File: src/rtl/hero_write_collector.sv
// hero_write_collector: turns the sink side of the hero write bus (no
// backpressure) into a valid/ready beat stream with last/err markers.
// Overflow truncates the open transaction with an err terminator, or drops
// the whole transaction if nothing of it has been stored yet. Either way the
// consumer always sees a terminated transaction.
module hero_write_collector #(
  parameter int HERO_WIDTH = 36,
  parameter int DEPTH      = 8,
  parameter int CNT_W      = 16
) (
  input  logic                      clk,
  input  logic                      rst,
  input  logic [1:0]                hero_cycle_type,
  input  logic [HERO_WIDTH-1:0]     hero_wdat,
  input  logic                      hero_clk_en,
  output logic                      out_valid,
  input  logic                      out_ready,
  output logic [HERO_WIDTH-1:0]     out_wdat,
  output logic                      out_last,
  output logic                      out_err,
  output logic [$clog2(DEPTH):0]    fifo_count,
  output logic [CNT_W-1:0]          txn_count,
  output logic                      err_overflow,
  output logic                      busy
);

  localparam int AW = $clog2(DEPTH);
  localparam int CW = AW + 1;
  localparam int EW = HERO_WIDTH + 2;

  localparam logic [CW-1:0] DEPTH_C = CW'(DEPTH);
  localparam logic [CW-1:0] TWO_C   = CW'(2);
  localparam logic [CW-1:0] MAX_ACT = CW'(DEPTH - 1);

  localparam logic [1:0] CT_VALID = 2'd1;
  localparam logic [1:0] CT_DONE  = 2'd2;

  typedef enum logic [1:0] {
    S_IDLE   = 2'd0,
    S_ACTIVE = 2'd1,
    S_DROP   = 2'd2
  } state_t;

  state_t state_reg, state_next;

  // Beat storage: each entry is {wdat, last, err}
  logic [EW-1:0] mem [DEPTH];

  // Pointers carry an extra wrap bit so full and empty are distinguishable
  logic [AW:0]     wr_ptr_reg, rd_ptr_reg;
  logic [CW-1:0]   count;
  logic [CW-1:0]   free;
  logic            empty;
  logic            pop;
  logic [EW-1:0]   head;

  logic            beat;
  logic            is_done;
  logic            room1;
  logic            room2;

  logic            push;
  logic [EW-1:0]   push_data;
  logic            txn_inc;
  logic            ovf_next;

  logic [CNT_W-1:0] txn_count_reg;
  logic             err_overflow_reg;

  assign count   = wr_ptr_reg - rd_ptr_reg;
  assign empty   = (wr_ptr_reg == rd_ptr_reg);
  // Space is judged on the pre-edge occupancy; a same-cycle pop does not help
  assign free    = DEPTH_C - count;
  assign room1   = (free != '0);
  assign room2   = (free >= TWO_C);

  assign beat    = hero_clk_en && ((hero_cycle_type == CT_VALID) ||
                                   (hero_cycle_type == CT_DONE));
  assign is_done = (hero_cycle_type == CT_DONE);

  assign out_valid = !empty;
  assign pop       = out_valid && out_ready;
  assign head      = mem[rd_ptr_reg[AW-1:0]];

  // Show-ahead head; gated so an empty FIFO (including just after reset) presents zeros
  assign out_wdat  = out_valid ? head[EW-1:2] : '0;
  assign out_last  = out_valid ? head[1]      : 1'b0;
  assign out_err   = out_valid ? head[0]      : 1'b0;

  assign fifo_count   = count;
  assign txn_count    = txn_count_reg;
  assign err_overflow = err_overflow_reg;
  assign busy         = (state_reg != S_IDLE);

  // Transaction FSM: decides what (if anything) each bus beat pushes
  always_comb begin
    state_next = state_reg;
    push       = 1'b0;
    push_data  = '0;
    txn_inc    = 1'b0;
    ovf_next   = 1'b0;
    case (state_reg)
      S_IDLE: begin
        if (beat) begin
          if (is_done) begin
            if (room1) begin
              push      = 1'b1;
              push_data = {hero_wdat, 2'b10};
              txn_inc   = 1'b1;
            end else begin
              ovf_next  = 1'b1;
            end
          end else if (room2) begin
            // Leave a slot in reserve so a terminator can always be stored
            push       = 1'b1;
            push_data  = {hero_wdat, 2'b00};
            state_next = S_ACTIVE;
          end else begin
            // Nothing of this transaction stored yet, so drop it silently
            ovf_next   = 1'b1;
            state_next = S_DROP;
          end
        end
      end
      S_ACTIVE: begin
        if (beat) begin
          if (is_done) begin
            // The reserved slot guarantees room for the closing beat
            push       = 1'b1;
            push_data  = {hero_wdat, 2'b10};
            txn_inc    = 1'b1;
            state_next = S_IDLE;
          end else if (room2) begin
            push       = 1'b1;
            push_data  = {hero_wdat, 2'b00};
          end else begin
            // Close the stored part with an error terminator
            push       = 1'b1;
            push_data  = {{HERO_WIDTH{1'b0}}, 2'b11};
            ovf_next   = 1'b1;
            state_next = S_DROP;
          end
        end
      end
      S_DROP: begin
        if (beat && is_done) begin
          state_next = S_IDLE;
        end
      end
      default: state_next = S_IDLE;
    endcase
  end

  // State register
  always_ff @(posedge clk) begin
    if (rst) begin
      state_reg <= S_IDLE;
    end else begin
      state_reg <= state_next;
    end
  end

  // Storage array write; contents need no reset since pointers define validity
  always_ff @(posedge clk) begin
    if (push) begin
      mem[wr_ptr_reg[AW-1:0]] <= push_data;
    end
  end

  // FIFO pointers
  always_ff @(posedge clk) begin
    if (rst) begin
      wr_ptr_reg <= '0;
      rd_ptr_reg <= '0;
    end else begin
      if (push) begin
        wr_ptr_reg <= wr_ptr_reg + 1'b1;
      end
      if (pop) begin
        rd_ptr_reg <= rd_ptr_reg + 1'b1;
      end
    end
  end

  // Good-transaction counter (wraps) and overflow pulse
  always_ff @(posedge clk) begin
    if (rst) begin
      txn_count_reg    <= '0;
      err_overflow_reg <= 1'b0;
    end else begin
      if (txn_inc) begin
        txn_count_reg <= txn_count_reg + 1'b1;
      end
      err_overflow_reg <= ovf_next;
    end
  end

  // An open transaction always keeps one slot free for its terminator
  a_active_room: assert property (@(posedge clk) disable iff (rst)
    (state_reg == S_ACTIVE) |-> (count <= MAX_ACT));

  // The FIFO is never written when full
  a_no_overwrite: assert property (@(posedge clk) disable iff (rst)
    push |-> (free != '0));

endmodule

File: config.mk
export PLATFORM = sky130hd
export DESIGN_NAME = hero_write_collector
export DESIGN_NICKNAME = d
export VERILOG_FILES = /design/src/rtl/hero_write_collector.sv
export SDC_FILE = /design/constraint.sdc
export NUM_CORES = 1
export LEC_CHECK = 0
export ABC_AREA = 1
export BUFFER_PORTS_ARGS = -buffer_cell sky130_fd_sc_hd__buf_4
export CORE_UTILIZATION = 52
export CTS_BUF_LIST = sky130_fd_sc_hd__clkbuf_4
export CTS_CLUSTER_SIZE = 16
export DETAILED_ROUTE_END_ITERATION = 10
export PLACE_DENSITY = 0.78
export SLEW_MARGIN = 5
export SYNTH_ARGS = -nofsm -noshare
export SYNTH_HDL_FRONTEND = slang
export SYNTH_SLANG_ARGS = --single-unit
File: constraint.sdc
create_clock -name clk -period 11.7 [get_ports clk]
set_input_delay 0 -clock clk [delete_from_list [all_inputs] [get_ports clk]]
set_output_delay 0 -clock clk [all_outputs]
set_load 0.01 [all_outputs]
==> results.py <==
metrics = {
    "outcome": {
        "status": "finished, violations left",
        "violations": "design-rule violations",
    },
    "sta": {
        "setup_viol": 0,
        "min_period_ns": 3.69,
        "rsz0062_at_grt": "false",
        "period_share": 0.316,
        "final-max-slew-violation-count": 0,
        "skew_ns": 0.0468,
        "max_slew_margin": 0.292,
        "finalHoldViolCount": 0,
        "tightest_slew_ns": 1.06,
        "tns_ns": 0,
        "max_freq_mhz": 271,
    },
    "final_layout": {
        "drive_above_1_share": 0.190,
        "largest_register_ffs": 304,
        "final_util": 0.632,
        "fillers": 1952,
        "finish.net_count": 1444,
        "multi_input_area_um2": 3680,
        "seq_area_um2": 9730,
        "area_growth_pct": 18.8,
    },
    "grt": {
        "track_usage": 0.235,
        "grt_max_degree": 105,
        "grt_pass1_wl_um": 50500,
        "antenna_found_initial": 1,
        "grt_overflow": 0,
        "grt_pass1_vias": 9775,
    },
    "synthesis": {
        "synth_top_area_share": 0.655,
        "synth_top_area_cell": "edfxtp_1",
        "synth_fp_nets": 1272,
        "synth.distinct_cells": 31,
        "ys.flop_type": "edfxtp_1",
        "yosys_warnings": 0,
        "synthArstFlopShare": 0,
        "avgSynthCellArea_um2": 11.4,
        "synthTopCellsByArea": "edfxtp_1 (65%), nor2_1 (7.9%), o21ai_0 (7.0%), dfxtp_1 (4.3%), inv_1 (2.1%)",
        "synth.most_common_cell": "edfxtp_1",
        "synth-seq-area-share": 0.698,
        "synth_edf_count": 304,
        "syn_inst": 1220,
        "synth_area_um2": 13900,
        "synth_commonest_cells": "edfxtp_1 (304), nor2_1 (293), o21ai_0 (195)",
        "ys_seq_elements": 334,
    },
    "power": {
        "p_sw_frac": 0.365,
        "clkPwrFrac": 0.251,
        "p_int_w": 0.00256,
        "power_frac_seq": 0.391,
        "leakage_nw": 6.14,
        "ir_drop_mv": 0.291,
        "p_sw_w": 0.00147,
        "powerDensity_nw_per_um2": 243,
        "p_comb_frac": 0.358,
    },
    "floorplan": {
        "die_area_um2": 27500,
        "start_util": 0.532,
        "core_area_um2": 26200,
        "die_h_um": 166,
        "fp-row-count": 59,
        "dieWidth_um": 166,
        "pin_count": 103,
    },
    "detailed_routing": {
        "wl_um": 32200,
        "wl_per_cell_um": 18.0,
        "dr.pass1.iters": 8,
        "vias": 9965,
        "ant_nets": 0,
        "viasPerCell": 5.57,
        "drc": 8,
        "drt_first_iter_violations": 1000,
    },
    "critical_path": {
        "path_class": "register to register",
        "path_buf_inv": 4,
        "required_ns": 12.06,
        "critPathTopFamily": "simple AND/OR/NAND/NOR gates",
        "worstPathArrival_ns": 4.05,
        "path_common_cell": "inv_1",
        "max_stage_delay_ns": 0.51,
        "crit_path_start_kind": "register",
        "slowest_stage": "buf_4",
        "endpoint_kind": "register",
        "crit_chain": "inv_1 > ha_1 > inv_1 > fa_1 > inv_1 > ha_1 > or2_2 > a21oi_1 > nand3_2 > nand3_4 > nand2_4 > o21ai_4 > buf_4 > nor2_1",
        "path_max_fanout": 36,
    },
    "placement": {
        "portBuffers": 102,
        "post-dp-hpwl_um": 16500,
        "routabilityCongestion": 0.808,
    },
    "clocking": {
        "clock_sinks": 334,
        "clk_pin_slew_ns": 0.06,
        "cts_root_buf": "clkbuf_4",
        "cts_setup_buffers": 0,
        "cts_tree": "built",
        "cts_made_buffers": 80,
        "cts_buffer_depth": 3,
        "clkLatencyLatePin_ns": 0.71,
        "cts_max_level": 3,
    },
    "flow_run": {
        "maxCapViolCount": 0,
    },
    "hold_path": {
        "hp-class": "input port to register",
    },
}
[what timing repair did]
| item | 4_1_cts | 5_1_grt |
|---|---|---|
| setup endpoints to repair | 0 | 0 |
| hold endpoints to repair | 326 | 0 |
| hold buffers | 43 | 0 |
| resized for setup | 0 | 0 |
[area by class of cell]
class / instances / area share
Antenna cell: 1 / 0.000151
Clock buffer: 121 / 0.0549
Clock inverter: 23 / 0.0128
Inverter: 77 / 0.0176
Multi-Input combinational cell: 738 / 0.222
Sequential cell: 334 / 0.588
Tap cell: 335 / 0.0253
Timing Repair Buffer: 161 / 0.0795
[worst register-to-register path, stage by stage (launching register included)]
cell and delay, ns:
dfxtp_1 0.40, inv_1 0.09, ha_1 0.20, inv_1 0.08, fa_1 0.46, inv_1 0.12
ha_1 0.23, or2_2 0.26, a21oi_1 0.21, nand3_2 0.22, nand3_4 0.15, nand2_4 0.09
o21ai_4 0.06, buf_4 0.51, nor2_1 0.30
[layout by cell type (no fill, tap or decap), types with 2 or more instances in the layout]
master,count
edfxtp_1,304
nor2_1,286
o21ai_0,195
clkbuf_4,121
buf_4,118
inv_1,74
nand2_1,61
dlygate4sd3_1,43
o22ai_1,38
a31oi_1,38
dfxtp_1,28
a21oi_1,24
nand3_1,21
o211ai_1,14
xor2_1,11
clkinv_1,10
nor3_1,9
ha_1,9
nor2_4,7
xnor2_1,6
clkinv_2,6
nand4_1,5
bufinv_16,4
nand3_2,3
o21ai_4,2
inv_2,2
clkinvlp_4,2
[power groups by stage]
stage / clock (W) / combinational [W] / sequential, W
after floorplan: 0 / 0.000914 / 0.00156
after detailed placement: 0 / 0.00141 / 0.00160
after global routing: 0.00109 / 0.00159 / 0.00159
after CTS: 0.00102 / 0.00143 / 0.00157
final: 0.00101 / 0.00144 / 0.00158
after global placement: 0 / 0.00137 / 0.00159
[cell families after synthesis]
| kind of cell | after synthesis | share of synthesized area |
|---|---|---|
| AOI/OAI and AO/OA | 312 | 0.124 |
| xor gates and xnor gates | 17 | 0.0107 |
| DFF | 334 | 0.698 |
| buffers and inverters | 148 | 0.0422 |
| adders and majority gates | 10 | 0.00952 |
| and+or+nand+nor | 399 | 0.116 |
[final timing paths]
check / to / startpoint / slack (ns) / cells past startpoint
max: mem[0][26]$_DFFE_PP_ / wr_ptr_reg[0]$_SDFFE_PP0P_ / 8.01 / 14
min: err_overflow$_SDFF_PP0_ / hero_cycle_type[0] / 0.15 / 6
max reg2reg: mem[0][26]$_DFFE_PP_ / wr_ptr_reg[0]$_SDFFE_PP0P_ / 8.01 / 14
min reg2reg: txn_count[13]$_SDFFE_PP0P_ / txn_count[13]$_SDFFE_PP0P_ / 0.49 / 2
[layer usage]
layer | share of wire | vias up | track usage
li1 | - | 4741 | -
met1 | 0.40 | 4699 | 0.298
met2 | 0.49 | 453 | 0.392
met3 | 0.084 | 72 | 0.0473
met4 | 0.024 | 0 | 0.106
met5 | 0 | - | 0
[stage by stage]
step	std cells	power (W)	area (um2)	hold slack [ns]	setup slack, ns
detailed placement	1602	0.00301	15000	0.339	8.07
global placement	1602	0.00296	15000	0.336	8.12
finish	1790	0.00403	16600	0.148	8.01
global route	1790	0.00426	16600	0.146	7.79
CTS	1789	0.00403	16600	0.100	8.05
floorplan	1220	0.00248	13900	0.235	6.50
No activity file was read; power rests on OpenSTA's default activity.
